## config.mk

```make
export PLATFORM = sky130hd
export DESIGN_NAME = uart_link_arbiter_flat
export DESIGN_NICKNAME = d
export VERILOG_FILES = /design/src/rtl/uart_link_arbiter_if.sv /design/src/rtl/uart_link_arbiter.sv /design/src/flat_wrapper.sv
export SDC_FILE = /design/constraint.sdc
export NUM_CORES = 1
export LEC_CHECK = 0
export CAP_MARGIN = 20
export CELL_PAD_IN_SITES_DETAIL_PLACEMENT = 1
export CELL_PAD_IN_SITES_GLOBAL_PLACEMENT = 1
export CORE_UTILIZATION = 30
export CTS_CLUSTER_DIAMETER = 80
export CTS_CLUSTER_SIZE = 24
export DETAILED_ROUTE_END_ITERATION = 6
export GPL_TIMING_DRIVEN = 0
export PLACE_DENSITY = 0.82
export SETUP_SLACK_MARGIN = 0.2
export SKIP_LAST_GASP = 1
export SYNTH_ARGS = -nofsm -noshare
export SYNTH_HDL_FRONTEND = slang
export SYNTH_SLANG_ARGS = --single-unit
```

## constraint.sdc

```tcl
create_clock -name clock12MHz -period 2.45 [get_ports clock12MHz]
set_input_delay 0.49 -clock clock12MHz [delete_from_list [all_inputs] [get_ports clock12MHz]]
set_output_delay 0.49 -clock clock12MHz [all_outputs]
set_load 0.1 [all_outputs]
```

## src/rtl/uart_link_arbiter_if.sv

```systemverilog
// Bundle of client request/response signals and UART handshake signals
// for uart_link_arbiter. The master modport is the arbiter side; the slave
// modport is the environment (client FSMs plus UartTx/UartRx instances).
// dbgState mirrors the arbiter FSM state for observation and checkers.
interface uart_link_arbiter_if;
    logic [3:0]  req;
    logic [31:0] reqCmd;
    logic [7:0]  reqRespLen;
    logic [3:0]  grant;
    logic [3:0]  done;
    logic [15:0] respData;
    logic        timeout;
    logic        busy;
    logic [7:0]  txData;
    logic        txReq;
    logic        txComplete;
    logic        rxReady;
    logic [7:0]  rxData;
    logic        rxComplete;
    logic [2:0]  dbgState;

    modport master (
        input  req, reqCmd, reqRespLen, txComplete, rxData, rxComplete,
        output grant, done, respData, timeout, busy, txData, txReq, rxReady,
               dbgState
    );

    modport slave (
        output req, reqCmd, reqRespLen, txComplete, rxData, rxComplete,
        input  grant, done, respData, timeout, busy, txData, txReq, rxReady,
               dbgState
    );
endinterface

```

## src/rtl/uart_link_arbiter.sv

```systemverilog
// uart_link_arbiter: shares one UART link to the MCU between four clients.
// Clients post a command byte and a response length (0..2, 3 acts as 2);
// the link is granted round-robin, the command is sent through UartTx, the
// response bytes are collected from UartRx, and a one-cycle done pulse
// returns them to the owning client.
//
// Handshakes: txReq is a level held from grant until the cycle after
// txComplete is sampled. rxReady is raised to ask UartRx for a byte; a byte
// is taken on the first cycle rxComplete is seen while rxReady is high,
// rxReady then drops and the arbiter waits for rxComplete to fall before
// asking for the next byte.
//
// Optional feature macro: ARB_TIMEOUT_EN enables a per-byte watchdog of
// TIMEOUT_TICKS cycles that aborts the transaction and flags timeout.
module uart_link_arbiter #(
    parameter int TIMEOUT_TICKS = 12000
) (
    input  logic                 clock12MHz,
    input  logic                 reset,
    uart_link_arbiter_if.master  link
);

    localparam logic [2:0] ST_IDLE     = 3'd0;
    localparam logic [2:0] ST_SEND     = 3'd1;
    localparam logic [2:0] ST_RECV     = 3'd2;
    localparam logic [2:0] ST_RECV_GAP = 3'd3;
    localparam logic [2:0] ST_DONE     = 3'd4;

    // The watchdog counter is 14 bits wide, so the limit must fit.
    if (TIMEOUT_TICKS < 2 || TIMEOUT_TICKS > 16383) begin : g_bad_timeout
        $error("uart_link_arbiter: TIMEOUT_TICKS must be in 2..16383");
    end

    logic [2:0]  state_q, state_d;
    logic [1:0]  winner_q, winner_d;
    logic [1:0]  len_q, len_d;
    logic [1:0]  rr_ptr_q, rr_ptr_d;
    logic [1:0]  byte_cnt_q, byte_cnt_d;
    logic [3:0]  grant_q, grant_d;
    logic [3:0]  done_q, done_d;
    logic [15:0] resp_data_q, resp_data_d;
    logic        timeout_q, timeout_d;
    logic [7:0]  tx_data_q, tx_data_d;
    logic        tx_req_q, tx_req_d;
    logic        rx_ready_q, rx_ready_d;

    logic        pick_found;
    logic [1:0]  pick_idx;
    logic [1:0]  pick_len_raw;
    logic [1:0]  pick_len;

`ifdef ARB_TIMEOUT_EN
    localparam logic [13:0] WD_LAST = 14'(TIMEOUT_TICKS - 1);
    logic [13:0] wd_q, wd_d;
`endif

    // Round-robin pick: first requesting client at or above rr_ptr, wrapping.
    always_comb begin
        logic [1:0] cand;
        pick_found = 1'b0;
        pick_idx   = rr_ptr_q;
        cand       = rr_ptr_q;
        for (int i = 0; i < 4; i++) begin
            cand = rr_ptr_q + 2'(i);
            if (!pick_found && link.req[cand]) begin
                pick_found = 1'b1;
                pick_idx   = cand;
            end
        end
        pick_len_raw = link.reqRespLen[{pick_idx, 1'b0} +: 2];
        pick_len     = (pick_len_raw == 2'd3) ? 2'd2 : pick_len_raw;
    end

    // Next-state and next-output logic for the link FSM.
    always_comb begin
        state_d     = state_q;
        winner_d    = winner_q;
        len_d       = len_q;
        rr_ptr_d    = rr_ptr_q;
        byte_cnt_d  = byte_cnt_q;
        grant_d     = grant_q;
        done_d      = 4'b0000;
        resp_data_d = resp_data_q;
        timeout_d   = timeout_q;
        tx_data_d   = tx_data_q;
        tx_req_d    = tx_req_q;
        rx_ready_d  = rx_ready_q;
`ifdef ARB_TIMEOUT_EN
        wd_d        = wd_q;
`endif

        case (state_q)
            ST_IDLE: begin
                // The cycle showing a done pulse is never used for a new
                // grant, so a client dropping req on the done edge is not
                // granted again.
                if (pick_found && (done_q == 4'b0000)) begin
                    winner_d    = pick_idx;
                    len_d       = pick_len;
                    tx_data_d   = link.reqCmd[{pick_idx, 3'b000} +: 8];
                    resp_data_d = 16'h0000;
                    grant_d     = 4'b0001 << pick_idx;
                    tx_req_d    = 1'b1;
                    timeout_d   = 1'b0;
                    state_d     = ST_SEND;
                end
            end

            ST_SEND: begin
                if (link.txComplete) begin
                    tx_req_d = 1'b0;
                    if (len_q == 2'd0) begin
                        state_d = ST_DONE;
                    end else begin
                        rx_ready_d = 1'b1;
                        byte_cnt_d = 2'd0;
                        state_d    = ST_RECV;
`ifdef ARB_TIMEOUT_EN
                        wd_d       = 14'd0;
`endif
                    end
                end
            end

            ST_RECV: begin
                if (link.rxComplete) begin
                    if (byte_cnt_q == 2'd0) begin
                        resp_data_d[7:0] = link.rxData;
                    end else begin
                        resp_data_d[15:8] = link.rxData;
                    end
                    rx_ready_d = 1'b0;
                    byte_cnt_d = byte_cnt_q + 2'd1;
                    state_d    = ST_RECV_GAP;
`ifdef ARB_TIMEOUT_EN
                    wd_d       = 14'd0;
`endif
                end
            end

            ST_RECV_GAP: begin
                if (!link.rxComplete) begin
                    if (byte_cnt_q == len_q) begin
                        state_d = ST_DONE;
                    end else begin
                        rx_ready_d = 1'b1;
                        state_d    = ST_RECV;
                    end
                end
            end

            ST_DONE: begin
                done_d   = 4'b0001 << winner_q;
                rr_ptr_d = winner_q + 2'd1;
                grant_d  = 4'b0000;
                state_d  = ST_IDLE;
            end

            default: begin
                state_d = ST_IDLE;
            end
        endcase

`ifdef ARB_TIMEOUT_EN
        // Watchdog: runs while waiting for response bytes, reloads on each
        // captured byte, and aborts the transaction when it expires.
        if ((state_q == ST_RECV && !link.rxComplete) || state_q == ST_RECV_GAP) begin
            if (wd_q == WD_LAST) begin
                rx_ready_d = 1'b0;
                timeout_d  = 1'b1;
                state_d    = ST_DONE;
            end else begin
                wd_d = wd_q + 14'd1;
            end
        end
`endif
    end

    // State and output registers with synchronous reset.
    always_ff @(posedge clock12MHz) begin
        if (reset) begin
            state_q     <= ST_IDLE;
            winner_q    <= 2'd0;
            len_q       <= 2'd0;
            rr_ptr_q    <= 2'd0;
            byte_cnt_q  <= 2'd0;
            grant_q     <= 4'b0000;
            done_q      <= 4'b0000;
            resp_data_q <= 16'h0000;
            timeout_q   <= 1'b0;
            tx_data_q   <= 8'h00;
            tx_req_q    <= 1'b0;
            rx_ready_q  <= 1'b0;
        end else begin
            state_q     <= state_d;
            winner_q    <= winner_d;
            len_q       <= len_d;
            rr_ptr_q    <= rr_ptr_d;
            byte_cnt_q  <= byte_cnt_d;
            grant_q     <= grant_d;
            done_q      <= done_d;
            resp_data_q <= resp_data_d;
            timeout_q   <= timeout_d;
            tx_data_q   <= tx_data_d;
            tx_req_q    <= tx_req_d;
            rx_ready_q  <= rx_ready_d;
        end
    end

`ifdef ARB_TIMEOUT_EN
    // Watchdog counter register.
    always_ff @(posedge clock12MHz) begin
        if (reset) begin
            wd_q <= 14'd0;
        end else begin
            wd_q <= wd_d;
        end
    end
`endif

    assign link.grant    = grant_q;
    assign link.done     = done_q;
    assign link.respData = resp_data_q;
`ifdef ARB_TIMEOUT_EN
    assign link.timeout  = timeout_q;
`else
    assign link.timeout  = 1'b0;
`endif
    assign link.busy     = (state_q != ST_IDLE);
    assign link.txData   = tx_data_q;
    assign link.txReq    = tx_req_q;
    assign link.rxReady  = rx_ready_q;
    assign link.dbgState = state_q;

`ifndef ARB_TIMEOUT_EN
    // Without the watchdog the abort flag register is never set.
    logic unused_timeout;
    assign unused_timeout = timeout_q;
`endif

endmodule
```

## src/flat_wrapper.sv

```systemverilog
// flat-port wrapper written by rule: the top's interface ports become plain ports
module uart_link_arbiter_flat 
#(
    parameter int TIMEOUT_TICKS = 12000
)
  (clock12MHz, reset, link_req, link_reqCmd, link_reqRespLen, link_txComplete, link_rxData, link_rxComplete, link_grant, link_done, link_respData, link_timeout, link_busy, link_txData, link_txReq, link_rxReady, link_dbgState);
  uart_link_arbiter_if link_i ();
  input  logic clock12MHz;
  input  logic reset;
  input wire logic [$bits(link_i.req)-1:0] link_req;
  input wire logic [$bits(link_i.reqCmd)-1:0] link_reqCmd;
  input wire logic [$bits(link_i.reqRespLen)-1:0] link_reqRespLen;
  input wire logic [$bits(link_i.txComplete)-1:0] link_txComplete;
  input wire logic [$bits(link_i.rxData)-1:0] link_rxData;
  input wire logic [$bits(link_i.rxComplete)-1:0] link_rxComplete;
  output wire logic [$bits(link_i.grant)-1:0] link_grant;
  output wire logic [$bits(link_i.done)-1:0] link_done;
  output wire logic [$bits(link_i.respData)-1:0] link_respData;
  output wire logic [$bits(link_i.timeout)-1:0] link_timeout;
  output wire logic [$bits(link_i.busy)-1:0] link_busy;
  output wire logic [$bits(link_i.txData)-1:0] link_txData;
  output wire logic [$bits(link_i.txReq)-1:0] link_txReq;
  output wire logic [$bits(link_i.rxReady)-1:0] link_rxReady;
  output wire logic [$bits(link_i.dbgState)-1:0] link_dbgState;
  assign link_i.req = link_req;
  assign link_i.reqCmd = link_reqCmd;
  assign link_i.reqRespLen = link_reqRespLen;
  assign link_i.txComplete = link_txComplete;
  assign link_i.rxData = link_rxData;
  assign link_i.rxComplete = link_rxComplete;
  assign link_grant = link_i.grant;
  assign link_done = link_i.done;
  assign link_respData = link_i.respData;
  assign link_timeout = link_i.timeout;
  assign link_busy = link_i.busy;
  assign link_txData = link_i.txData;
  assign link_txReq = link_i.txReq;
  assign link_rxReady = link_i.rxReady;
  assign link_dbgState = link_i.dbgState;
  uart_link_arbiter #(.TIMEOUT_TICKS(TIMEOUT_TICKS)) u_core (.clock12MHz(clock12MHz), .reset(reset), .link(link_i));
endmodule
```

# Word level (Yosys, flattened, before mapping)
# Cells that the tools add are included.
# Widths: inputs -> output; s select.
# word_totals
register_bits,45
in_bits,56
out_inout_bits,39
# classes
n_addsub,5
magnitude_cmp,4
eq_ne,14
shifts,4
mux,43
bitwise_logic,1
reduce_logical,26
# ops
cell,count
$mux 16,2
$pmux 16 s2,1
$shiftx 32x6->8,1
$mux 3,6
$mux 8,2
$reduce_and 4->1,4
$mux 1,15
$mux 2,7
$lt 2x3->1 const B,4
$ne 2x2->1 const B,6
$pmux 3 s4,1
$bmux 1 s2,4
$pmux 4 s2,1
$reduce_bool 2->1,4
$shiftx 8x4->2,1
$shl 1x2->4 const A,2
$add 2x1->2 const B,3
$eq 3x2->1 const B,2
$reduce_and 6->1,1
$reduce_bool 3->1,2
$add 2x2->2 const B,2
$logic_and 1x1->1,4
$logic_not 2->1,2
$logic_not 4->1,1
other kinds (15),19

# Depth between registers and ports, before layout
# Gate-level depths: netlist (run 1).
# depth
word_depth,15
depth_mapped,8
mapped_depth_nobuf,6

# Worst setup path before layout (run 1)
# No wires, ideal clock.
# synth_path
kind,register to register
startpoint,register u_core.state_q[0] (netlist: u_core.link.dbgState[0])
endpoint,register u_core.grant_q[0] (netlist: u_core.link.grant[0])
setup_ns,0.071
t_arrival_ns,2.731
required_time_ns,2.379
path_slack_ns,-0.352
path_stages_with_launch,8
n_path_buf,3
synth_period_minus_slack_ns,2.802
cell_sequence,dfxtp_1 > clkbuf_1 > or3_1 > or2_1 > buf_6 > buf_6 > nand3_1 > a21oi_1
# synth_via
elab_chain_cells,3
word_cells_on_any_way,6
classes_between,eq/ne: 2; mux: 1; reduce/logical: 3
# synth_lines
item,line_no,text
from (decl),uart_link_arbiter.sv:34,"logic [2:0] state_q, state_d;"
from (signal assigned),uart_link_arbiter.sv:195,state_q <= state_d;
$eq 3x3->1 or $logic_not 3->1 (tied branches),uart_link_arbiter.sv:92,case (state_q)
$reduce_bool 2->1 (no source line) or $ne 2x1->1 (tied branches),-,
$reduce_and 2->1 (no source line),-,
to (signal assigned),uart_link_arbiter.sv:200,grant_q <= grant_d;
to (decl),uart_link_arbiter.sv:39,"logic [3:0] grant_q, grant_d;"
# Several ways; a longest one is shown, not always the timed one.
# A chain may end at the register's enable or synchronous reset.

# Final worst setup path (run 1)
# layout_path
startpoint,register u_core.state_q[2] (netlist: u_core.link.dbgState[2])
endpoint,output link_dbgState[2]
# layout_rtl
item,line_no,text
to (decl),flat_wrapper.sv:24,output wire logic [$bits(link_i.dbgState)-1:0] link_dbgState;
# No word-level cell between the ends.

==> metrics.txt, run 1 <==
# TYPE chip_impl_metric gauge
chip_impl_metric{name="synth-warning-count",unit=""} 0
chip_impl_info{name="library_cell_used_as_clock_root_buffer",value="sky130_fd_sc_hd__clkbuf_8"} 1
chip_impl_metric{name="fin_cells",unit=""} 473
chip_impl_metric{name="gp_congestion",unit=""} 0.845
chip_impl_info{name="timing_worst_setup_path_type",value="flip-flop to primary output"} 1
chip_impl_metric{name="pins_over_their_slew_limit",unit=""} 0
chip_impl_metric{name="grt_remaining_overflow",unit=""} 0
chip_impl_metric{name="routed_wl",unit="microns"} 7560
chip_impl_metric{name="cts-root-to-sink-buffers",unit=""} 2
chip_impl_metric{name="fin_crit_sh",unit=""} 0.889
chip_impl_metric{name="core-area",unit="sq um"} 7290
chip_impl_metric{name="detailroute.wirelength.met3",unit="microns"} 312
chip_impl_metric{name="critPathMaxStageDelay",unit="ps"} 900
chip_impl_metric{name="final_area",unit="sq um"} 3410
chip_impl_metric{name="placement.cell_area",unit="sq um"} 3320
chip_impl_metric{name="worstPathRequired",unit="ps"} 1960
chip_impl_metric{name="critical_path_buf_inv_count",unit=""} 1
chip_impl_metric{name="clk_latency",unit="ps"} 310
chip_impl_metric{name="io_pins",unit=""} 95
chip_impl_metric{name="power-per-cell-area",unit="nW/um^2"} 786
chip_impl_metric{name="final_critical_delay_including_setup_and_external_delays",unit="ps"} 2180
chip_impl_metric{name="synthesized_area_divided_by_synthesized_cell_count",unit="sq um"} 8.30
chip_impl_info{name="timing.rr.start",value="u_core.link.done[1]$_SDFF_PP0_"} 1
chip_impl_metric{name="place_inst",unit=""} 464
chip_impl_info{name="critPathLaunchType",value="flip-flop"} 1
chip_impl_metric{name="tightestPinTransition",unit="ps"} 1010
chip_impl_metric{name="gr-usage-all-layers",unit=""} 0.199
chip_impl_metric{name="grt_first_pass_wirelength",unit="microns"} 12000
chip_impl_metric{name="report.power.total",unit="mW"} 2.68
chip_impl_metric{name="floorplan.die.height",unit="microns"} 89.1
chip_impl_metric{name="detailedPlace.worstSlack",unit="ps"} -242
chip_impl_metric{name="total_leakage_power",unit="nW"} 1.49
chip_impl_metric{name="clock_skew",unit="ps"} 7.13
chip_impl_metric{name="postSynthNetCount",unit=""} 331
chip_impl_metric{name="detailroute.via_count",unit=""} 2399
chip_impl_metric{name="antennaDiodeCount",unit=""} 0
chip_impl_info{name="hold_start",value="u_core.link.respData[15]$_SDFFE_PP0P_"} 1
chip_impl_metric{name="ys_seq_area_frac",unit=""} 0.396
chip_impl_metric{name="grt_antenna_before_repair",unit=""} 0
chip_impl_metric{name="vdd_drop_max",unit="V"} 0.000381
chip_impl_metric{name="ys_types",unit=""} 46
chip_impl_metric{name="hold-worst-slack",unit="ps"} 458
chip_impl_metric{name="final_util",unit=""} 0.467
chip_impl_metric{name="cts_buffers",unit=""} 5
chip_impl_metric{name="fmax",unit="MHz"} 459
chip_impl_metric{name="drtPass1Iterations",unit=""} 4
chip_impl_metric{name="iteration_0_drc_count_of_the_detailed_router",unit=""} 103
chip_impl_info{name="top_routing_layer_in_use",value="met4"} 1
chip_impl_metric{name="postSynthRegisterBits",unit=""} 45
chip_impl_metric{name="hpwlAfterDp",unit="microns"} 5900
chip_impl_metric{name="routedWlPerCell",unit="microns"} 16.0
chip_impl_metric{name="start_util",unit=""} 0.312
chip_impl_metric{name="port-buffer-count",unit=""} 91
chip_impl_metric{name="timing.max_slew.rel_slack",unit=""} 0.329
chip_impl_metric{name="rows",unit=""} 31
chip_impl_metric{name="mappedNetlistArea",unit="sq um"} 2270
chip_impl_info{name="grt_setup_unrepaired",value="true"} 1
chip_impl_info{name="hold_path_class",value="flip-flop to flip-flop"} 1
chip_impl_metric{name="layout-drive-gt1-share",unit=""} 0.0963
chip_impl_metric{name="setup_viol",unit=""} 0
chip_impl_metric{name="worst_hold_path.num_cells",unit=""} 2
chip_impl_info{name="run_status",value="finished clean"} 1
chip_impl_metric{name="r2r_cells",unit=""} 6
chip_impl_metric{name="worstPathMaxFanout",unit=""} 9
chip_impl_metric{name="detail-route-antenna-nets",unit=""} 0
chip_impl_metric{name="postSynthCellCount",unit=""} 274
chip_impl_info{name="worstHoldEndpoint",value="u_core.link.respData[15]$_SDFFE_PP0P_"} 1
chip_impl_metric{name="htree_num_levels",unit=""} 2
chip_impl_metric{name="drc",unit=""} 0
chip_impl_metric{name="hold_viol_final",unit=""} 0
chip_impl_metric{name="maxCapViolCount",unit=""} 0
chip_impl_info{name="cpMaxStageDelayCell",value="sky130_fd_sc_hd__dlygate4sd2_1"} 1
chip_impl_metric{name="sink_count_of_the_clock_tree",unit=""} 45
chip_impl_metric{name="final.setup.tns",unit="ps"} 0
chip_impl_info{name="tritoncts",value="done"} 1
chip_impl_info{name="worstReg2RegEnd",value="u_core.link.respData[13]$_SDFFE_PP0P_"} 1
chip_impl_metric{name="fin_ws",unit="ps"} 272
chip_impl_metric{name="area_overhead_vs_synth",unit="%"} 49.8
chip_impl_info{name="critical_path.cell_chain",value="dlygate4sd2_1"} 1
chip_impl_metric{name="wl_met1",unit="microns"} 3270
chip_impl_metric{name="route.detailed.vias_per_inst",unit=""} 5.07
chip_impl_metric{name="cp_data_arrival_time",unit="ps"} 1690
chip_impl_info{name="critPathTopFamily",value="buffers and inverters"} 1
chip_impl_metric{name="largest_net_degree_at_the_start_of_global_routing",unit=""} 15
chip_impl_metric{name="final_nets",unit=""} 430
chip_impl_info{name="critPathLaunch",value="u_core.link.dbgState[2]$_SDFFE_PP0P_"} 1
chip_impl_metric{name="first_global_vias",unit=""} 2445
chip_impl_metric{name="rrSetupSlack",unit="ps"} 380
chip_impl_metric{name="clkTransAtPathRegs",unit="ps"} 90
chip_impl_metric{name="met2_wire_length",unit="microns"} 3800
chip_impl_metric{name="die-width",unit="microns"} 89.1
chip_impl_metric{name="design.die.area",unit="sq um"} 7930
chip_impl_metric{name="cp_num_cells",unit=""} 1
chip_impl_info{name="worst_setup_path_end_kind",value="primary output"} 1
-- cell type report --
class / instances / area (sq um)
Clock inverter: 2 / 37.5
Tap cell: 99 / 124
Clock buffer: 6 / 82.6
Fill cell: 906 / 3880
Timing Repair Buffer: 92 / 867
Buffer: 17 / 95.1
Inverter: 7 / 26.3
Multi-Input combinational cell: 205 / 1270
Sequential cell: 45 / 902
-- logic make-up after synthesis --
group / Yosys count / synth area share
simple gates: 105 / 0.221
compound gates: 77 / 0.217
other cells: 1 / 0.00165
xor+xnor: 2 / 0.00770
flops: 45 / 0.396
fa+ha+maj: 1 / 0.00550
mux: 19 / 0.0985
buf+inv: 24 / 0.0528
-- layer usage --
metal,global-route usage,up-vias
li1,-,1173
met1,0.243,1159
met2,0.349,53
met3,0.0416,14
met4,0.0693,0
met5,0,-
-- report_power, final --
group          switching (mW)  leakage, nW  internal, mW
clock network           0.275       0.0574         0.332
logic                   0.861         1.06         0.350
registers              0.0515        0.367         0.807
-- flip-flops by register name (all words and copies together), names as in the netlist --
| name | count |
|---|---|
| u_core.link.txReq | 1 |
| u_core.link.respData | 16 |
| u_core.link.dbgState | 3 |
| u_core.link.done | 4 |
| u_core.len_q | 2 |
| u_core.link.grant | 4 |
| u_core.link.txData | 8 |
| u_core.link.rxReady | 1 |
| u_core.rr_ptr_q | 2 |
| u_core.byte_cnt_q | 2 |
| u_core.winner_q | 2 |
-- worst register-to-register path, stage by stage (launching register included) --
cell and delay, ps:
sky130_fd_sc_hd__dfxtp_1 320, sky130_fd_sc_hd__or4_1 510, sky130_fd_sc_hd__a21o_1 250, sky130_fd_sc_hd__nor2_1 250, sky130_fd_sc_hd__o21ai_1 290, sky130_fd_sc_hd__a22oi_1 270, sky130_fd_sc_hd__nor2_1 60
-- how the worst max path moves through the flow --
stage	end	slack, ps
floorplan	u_core.len_q[0]$_SDFFE_PP0P_	220
global placement	u_core.link.respData[6]$_SDFFE_PP0P_	-190
detailed placement	u_core.link.respData[5]$_SDFFE_PP0P_	-240
CTS	link_busy	160
global route	u_core.link.respData[13]$_SDFFE_PP0P_	200
finish	link_dbgState[2]	270
-- repair_timing --
| action | in CTS | in global routing |
|---|---|---|
| pin swaps | 0 | 2 |
| hold buffers | 0 | 0 |
| setup buffers | 0 | 1 |
| setup endpoints to repair | 60 | 12 |
| resized for setup | 43 | 6 |
-- synthesized netlist by cell type (all sizes together) --
| library cell | number | area share |
|---|---|---|
| mux2 | 7 | 0.035 |
| or3 | 2 | 0.0055 |
| or2 | 3 | 0.0083 |
| conb | 1 | 0.0016 |
| o2bb2ai | 1 | 0.0039 |
| nor4 | 2 | 0.0055 |
| nand4 | 1 | 0.0028 |
| a21oi | 29 | 0.064 |
| mux4 | 2 | 0.020 |
| and2 | 1 | 0.0028 |
| nand2b | 3 | 0.0083 |
| nand2 | 19 | 0.031 |
| mux2i | 10 | 0.044 |
| buf | 7 | 0.025 |
| inv | 7 | 0.012 |
| clkbuf | 10 | 0.017 |
| nor2b | 5 | 0.014 |
| nand3b | 1 | 0.0033 |
| nor2 | 41 | 0.068 |
| a22oi | 15 | 0.050 |
| a32oi | 1 | 0.0039 |
| o41ai | 1 | 0.012 |
| and3 | 13 | 0.038 |
| dfxtp | 45 | 0.40 |
| a2111oi | 1 | 0.0039 |
| o21ai | 19 | 0.043 |
| xnor2 | 2 | 0.0077 |
| or4 | 1 | 0.0033 |
| nand3 | 10 | 0.024 |
| nor3 | 3 | 0.0066 |
| o21bai | 2 | 0.0066 |
| a31o | 1 | 0.0039 |
| a211oi | 3 | 0.0099 |
| o2111a | 1 | 0.0050 |
| a21boi | 1 | 0.0033 |
| o32a | 1 | 0.0044 |
| ha | 1 | 0.0055 |
| a21o | 1 | 0.0033 |
-- cells in the final DEF, fill, tap and decap left out, types with 2 or more instances in the layout --
cell type,netlist,layout
sky130_fd_sc_hd__xnor2_1,2,2
sky130_fd_sc_hd__nand2_1,19,19
sky130_fd_sc_hd__nand2b_1,3,3
sky130_fd_sc_hd__clkbuf_8,0,6
sky130_fd_sc_hd__a22oi_1,15,15
sky130_fd_sc_hd__mux2_2,6,6
sky130_fd_sc_hd__clkdlybuf4s50_1,0,50
sky130_fd_sc_hd__buf_2,3,4
sky130_fd_sc_hd__dlygate4sd2_1,0,39
sky130_fd_sc_hd__nand3_1,9,9
sky130_fd_sc_hd__nor4_1,2,2
sky130_fd_sc_hd__o21ai_1,4,3
sky130_fd_sc_hd__buf_6,3,3
sky130_fd_sc_hd__or2_2,2,2
sky130_fd_sc_hd__o21ai_0,14,14
sky130_fd_sc_hd__mux2i_1,10,10
sky130_fd_sc_hd__a21oi_1,29,29
sky130_fd_sc_hd__o21bai_1,2,2
sky130_fd_sc_hd__nor2b_1,5,4
sky130_fd_sc_hd__dfxtp_1,45,44
sky130_fd_sc_hd__clkbuf_1,10,9
sky130_fd_sc_hd__nor3_1,3,3
sky130_fd_sc_hd__buf_4,1,2
sky130_fd_sc_hd__and3_1,12,12
sky130_fd_sc_hd__mux4_2,2,2
sky130_fd_sc_hd__inv_1,7,7
sky130_fd_sc_hd__a211oi_1,3,3
sky130_fd_sc_hd__nor2_1,41,41
Power figures use the tool's default switching activity.
==> run 2: changes to the inputs <==
Settings changed: CAP_MARGIN 20 to 10, CTS_CLUSTER_DIAMETER 80 to default.
==> results of run 2 <==
Final layout, timing and power as in run 1 (identical DEF).
